--- src/rtl/rock_fa_ctrl.sv ---
// rtl/rock_fa_ctrl.sv - rocking frequency/amplitude controller with timed ramp-down
// Holds saturating F/A registers; RUN accepts commands, RAMP steps both to zero, IDLE awaits start.
module rock_fa_ctrl #(
   parameter int W        = 4,
   parameter int F_INIT   = 5,
   parameter int A_INIT   = 5,
   parameter int F_MAX    = 2**W-1,
   parameter int A_MAX    = 2**W-1,
   parameter int RAMP_DIV = 8
) (
   input  logic         FclkDff,
   input  logic         reset,
   input  logic         f_up,
   input  logic         f_down,
   input  logic         a_up,
   input  logic         a_down,
   input  logic         stop,
   input  logic         start,
   output logic [W-1:0] F,
   output logic [W-1:0] A,
   output logic         F0,
   output logic         AF0,
   output logic         busy,
   output logic         sat
);

   localparam logic [1:0] ST_RUN  = 2'd0;
   localparam logic [1:0] ST_RAMP = 2'd1;
   localparam logic [1:0] ST_IDLE = 2'd2;

   localparam int CW = (RAMP_DIV > 1) ? $clog2(RAMP_DIV) : 1;
   localparam logic [CW-1:0] CNT_LAST = CW'(RAMP_DIV - 1);
   localparam logic [W-1:0]  FMAX     = W'(F_MAX);
   localparam logic [W-1:0]  AMAX     = W'(A_MAX);
   localparam logic [W-1:0]  FINIT    = W'(F_INIT);
   localparam logic [W-1:0]  AINIT    = W'(A_INIT);

   generate
      if (F_INIT > F_MAX) begin : g_bad_f_init
         $error("rock_fa_ctrl: F_INIT exceeds F_MAX");
      end
      if (A_INIT > A_MAX) begin : g_bad_a_init
         $error("rock_fa_ctrl: A_INIT exceeds A_MAX");
      end
      if (RAMP_DIV < 1) begin : g_bad_ramp_div
         $error("rock_fa_ctrl: RAMP_DIV must be at least 1");
      end
   endgenerate

   logic [1:0]    state, state_n;
   logic [CW-1:0] cnt, cnt_n;
   logic [W-1:0]  f_n, a_n;
   logic          sat_n;

   always_comb begin
      state_n = state;
      cnt_n   = cnt;
      f_n     = F;
      a_n     = A;
      sat_n   = 1'b0;
      case (state)
         ST_RUN: begin
            if (stop) begin
               cnt_n   = '0;
               state_n = (F == '0 && A == '0) ? ST_IDLE : ST_RAMP;
            end else begin
               // Opposing pulses in the same cycle cancel without flagging sat.
               if (f_up && !f_down) begin
                  if (F == FMAX) sat_n = 1'b1;
                  else           f_n   = F + 1'b1;
               end else if (f_down && !f_up) begin
                  if (F == '0) sat_n = 1'b1;
                  else         f_n   = F - 1'b1;
               end
               if (a_up && !a_down) begin
                  if (A == AMAX) sat_n = 1'b1;
                  else           a_n   = A + 1'b1;
               end else if (a_down && !a_up) begin
                  if (A == '0) sat_n = 1'b1;
                  else         a_n   = A - 1'b1;
               end
            end
         end
         ST_RAMP: begin
            if (cnt == CNT_LAST) begin
               cnt_n = '0;
               if (F != '0) f_n = F - 1'b1;
               if (A != '0) a_n = A - 1'b1;
               if (f_n == '0 && a_n == '0) state_n = ST_IDLE;
            end else begin
               cnt_n = cnt + 1'b1;
            end
         end
         ST_IDLE: begin
            f_n = '0;
            a_n = '0;
            if (start) begin
               f_n     = FINIT;
               a_n     = AINIT;
               state_n = ST_RUN;
            end
         end
         default: state_n = ST_RUN;
      endcase
   end

   always_ff @(posedge FclkDff or posedge reset) begin
      if (reset) begin
         state <= ST_RUN;
         cnt   <= '0;
         F     <= FINIT;
         A     <= AINIT;
         sat   <= 1'b0;
      end else begin
         state <= state_n;
         cnt   <= cnt_n;
         F     <= f_n;
         A     <= a_n;
         sat   <= sat_n;
      end
   end

   assign F0   = (F == '0);
   assign AF0  = F0 && (A == '0);
   assign busy = (state == ST_RAMP);

endmodule

--- config.mk ---
export PLATFORM = sky130hd
export DESIGN_NAME = rock_fa_ctrl
export DESIGN_NICKNAME = d
export VERILOG_FILES = /design/src/rtl/rock_fa_ctrl.sv
export SDC_FILE = /design/constraint.sdc
export NUM_CORES = 1
export LEC_CHECK = 0
export CORE_ASPECT_RATIO = 2
export CORE_MARGIN = 2
export CORE_UTILIZATION = 49
export DETAILED_ROUTE_END_ITERATION = 8
export GPL_TIMING_DRIVEN = 0
export PLACE_DENSITY_LB_ADDON = 0.15
export SYNTH_ARGS = -nofsm -noshare
export SYNTH_HDL_FRONTEND = slang
export SYNTH_SLANG_ARGS = --single-unit
--- constraint.sdc ---
create_clock -name FclkDff -period 1.8 [get_ports FclkDff]
set_input_delay 0.36 -clock FclkDff [delete_from_list [all_inputs] [get_ports FclkDff]]
set_output_delay 0.36 -clock FclkDff [all_outputs]
set_load 0.05 [all_outputs]
### Word-level counts from Yosys, hierarchy flattened

Index checks and enable logic that the tools add are counted.

* register bits after elaboration: 14
* output and inout bits: 12
* word-level logic and storage cells: 89

* $add $sub $neg: 5
* equality and inequality tests: 16
* multiplexer cells: 40
* reductions and logical operators: 23

Operators with widths (count)
* 2-to-1 mux 4 bit: 18
* case mux 4 bit (3 select lines): 2
* inequality test 3 bit, second input constant: 6
* logical NOT 4 bit: 4
* AND reduction 6 bit: 2
* 2-to-1 mux 1 bit: 10
* 2-to-1 mux 2 bit: 5
* 2-to-1 mux 3 bit: 3
* adder 4 x 1 -> 4 bit, second input constant: 2
* == test 4 bit, second input constant: 2
* nonzero test 4 bit: 2
* subtractor 4 x 1 -> 4 bit, second input constant: 2
* logical AND 1 bit: 6
* inequality test 2 bit, second input constant: 3
* case mux 2 bit (3 select lines): 1
* case mux 3 bit (2 select lines): 1
* logical NOT 1 bit: 4
* inequality test 2 x 1 -> 1 bit, second input constant: 2
* AND reduction 4 bit: 1
* adder 3 x 1 -> 3 bit, second input constant: 1
* == test 3 bit, second input constant: 1
* nonzero test 3 bit: 1
* == test 2 x 1 -> 1 bit, second input constant: 1
* == test 2 bit, second input constant: 1
* 3 further kinds: 3

### Longest topological paths before layout

* word-level depth: 9
* depth in mapped cells: 9
* gate-level depth less buffers: 8

### Least setup slack after synthesis

Ideal clock, no wire load.

* path type: register -> output
* start point: register F[1]
* end point: output AF0
* arrival time: 2.158 ns
* path slack: -0.718 ns
* cell stages (with the launch flop): 6
* path buffers: 1
* cells stage by stage: dfrtp_1 inv_1 ha_1 or3b_1 buf_6 nor2_1

* word-level cells in the longest chain between the ends: 2

Ends and longest elaborated chain
* from (decl): line 19 `output logic [W-1:0] F,`
* from (signal assigned): line 117 `F <= f_n;`
* logical NOT 4 bit: line 123 `assign F0 = (F == '0);`
* logical AND 1 bit: line 124 `assign AF0 = F0 && (A == '0);`
* to (decl): line 22 `output logic AF0,`

No other way between the ends.

### Worst setup path after layout

* start point: register F[0]
* end point: output AF0

Same word-level chain as after synthesis.

==> results.txt <==
layout cells sized above 1 -> 41.7%
Max Fanout on Critical Path -> 6
largest net degree at the start of global routing -> 15
height of the die -> 78.5 um
Critical Path RT -> 1.44 ns
most frequent cells in the layout -> buf_4 (16), inv_1 (12), buf_6 (11)
synth warn -> 0
Die X-Extent -> 41.3 um
Slew @ Worst Pin -> 0.610 ns
Top FF cell, synth -> dfrtp_1
clk_skew -> 0.00516 ns
Final Instance Area -> 1980 um^2
Final Slew Violations -> 0
most common cell after layout, fill and taps aside -> buf_4
I/O pins -> 20
Clock Sinks -> 14
number of global-route vias before repair -> 1,349
drt first pass iters -> 4
Rows -> 27
Slowest-stage cell, CP -> dfstp_4
Yosys cell types -> 44
cells along the critical path -> inv_2, ha_4, or3b_4, buf_6, nor2_4, buf_6
Max Cap Viol -> 0
GR Util All Layers -> 27.1%
GRT overflow -> 0
Setup WS post-layout -> -0.257 ns
Avg Cell Area, Syn -> 8.96 um^2
Syn Nets -> 174
class of the worst hold path -> input pin to asynchronous set/reset pin
FFs w/ async S/R, synth -> 100%
CTS root buf -> clkbuf_8
Reg clk slew, reported paths -> 0.06 ns
Detailed Route WL -> 3870 um
status -> finished with violations
Slew HR -> 59.3%
crit path from -> F[0]
critical path class -> flip-flop to output pin
Core ar. -> 2700 um^2
Worst setup EP type -> output pin
worst hold slack -> 0.474 ns
register area share after synthesis -> 26.1%
Initial Util -> 50.4%
Setup crit start kind -> flip-flop
clock buffer depth -> 2
Die ar. -> 3240 um^2
family with the most delay on the worst path -> flip-flops
# nets final -> 216
Final ANT Viol Nets -> 0
Clock Latency Late Sink -> 0.25 ns
final hold violation count -> 0
violated checks -> setup timing
global-route wire length before repair -> 6200 um
# DRC -> 0
CTS tree -> built
post-place instance area -> 1660 um^2
Cell Area, Synth -> 1360 um^2
H-tree level count -> 1
ANT cells -> 0
DR WL/cell -> 17.5 um
Crit path buffers/inverters -> 3
Crit path top cell by count -> buf_6
RSZ-0062 raised after global routing -> true
placed cell count -> 200
routability cong. -> 0.819
non-filler instance count after layout -> 221
DRT iter0 DRCs -> 34
fmax -> 486 MHz
post-synthesis cell count -> 152
detailed placement HPWL -> 2420 um
EDFF count, synth -> 0
initial antenna violation count -> 0
total CTS buffers -> 3
Setup-failing EPs final -> 13
hold_buf cts -> 0
reg-to-reg startpoint -> F[0]
Tmin final -> 2.06 ns
Critical Path Max Stage Delay -> 0.47 ns
Area Growth Syn to Fin -> 45.2%
via count -> 1,366
Via-to-Cell Ratio -> 6.18
setup TNS -> -2.42 ns
Synth Register Bits -> 14
Tcrit/Tclk final -> 114%
Port Buf Inserts -> 19
Arr. time, crit path -> 1.70 ns
==> state kept, by name (all words and copies together), names as in the netlist <==
| register | flops |
|---|---|
| A | 4 |
| F | 4 |
| cnt | 3 |
| state | 2 |
| sat | 1 |
==> worst reg2reg max path, stage by stage, from the launching register on <==
cell and delay [ns]:
dfstp_4 0.62, inv_2 0.04, ha_4 0.15, or3b_4 0.22, buf_6 0.15, buf_4 0.14
o211ai_4 0.08, a21oi_4 0.25, o21ai_1 0.11, a22o_1 0.22
==> cells in the mapped netlist, types with 2 or more instances <==
cell,n,area [um^2]
nand2b_1,2,12.5
a21oi_4,2,32.5
nand2_1,8,30.0
o21a_1,2,15.0
inv_1,17,63.8
or3_1,2,12.5
nand4_1,4,25.0
o21ai_0,12,60.1
clkbuf_1,3,11.3
o211ai_2,2,25.0
a211o_1,2,17.5
or3b_1,2,17.5
a31oi_1,2,12.5
mux2i_1,6,60.1
buf_6,5,56.3
a21oi_1,7,35.0
nor2_1,9,33.8
nor3_1,4,20.0
dfrtp_1,10,250
and2b_2,2,17.5
a22o_1,4,35.0
o221ai_1,4,35.0
ha_1,14,175
a32oi_1,2,17.5
xor2_1,3,26.3
dfstp_2,4,105
==> path summary, 6_finish.rpt <==
kind	end	slack, ns	cells after the start
setup reg to reg	F[2]	-0.24	9
max in group asynchronous	F[1]	0.89	2
hold / removal	cnt[0]	0.47	2
min in group FclkDff	cnt[1]	0.53	1
setup / recovery	AF0	-0.26	6
hold reg to reg	cnt[1]	0.53	1
==> per-stage QoR <==
step / utilization (%) / setup slack (ns)
floorplan: - / -0.154
global placement: 61.3 / -0.691
detailed placement: 61.3 / -0.702
CTS: 71.6 / -0.236
global route: 73.1 / -0.288
finish: 73.1 / -0.257
==> layer usage <==
metal  part of all wire, %  track usage (%)  vias to the layer above  routed length, um
met3                   4.2             6.21                       17                164
li1                      -                -                      632                  -
met1                    37             29.5                      662               1420
met2                    55             43.6                       55               2130
met5                     0                0                        -                  0
met4                   4.0             16.5                        0                156
==> what timing repair did <==
action,in CTS,in global routing
gates cloned,0,0
pin swaps,12,8
buffers inserted,20,3
gates resized for setup,51,9
setup endpoints to repair,22,14
==> cells by family after synthesis <==
family	after synthesis	synth area share (%)
AOI/OAI and AO/OA	46	25.0
DFF	14	26.1
and+or+nand+nor	42	19.2
xor gates and xnor gates	3	1.93
adders and majority gates	14	12.9
muxes	6	4.41
buffers and inverters	27	10.5
==> cell type report <==
cell class	instances	area, um^2
clock buffer	3	41.3
inverter	18	77.6
multi-input combinational	111	1010
fill	207	726
sequential	14	365
timing repair buffer	41	394
tap	29	36.3
buffer	5	52.6
Power is left out: the tool's default activity adds up to more than one toggle a clock period on the data nets, which glitch-free logic cannot reach.
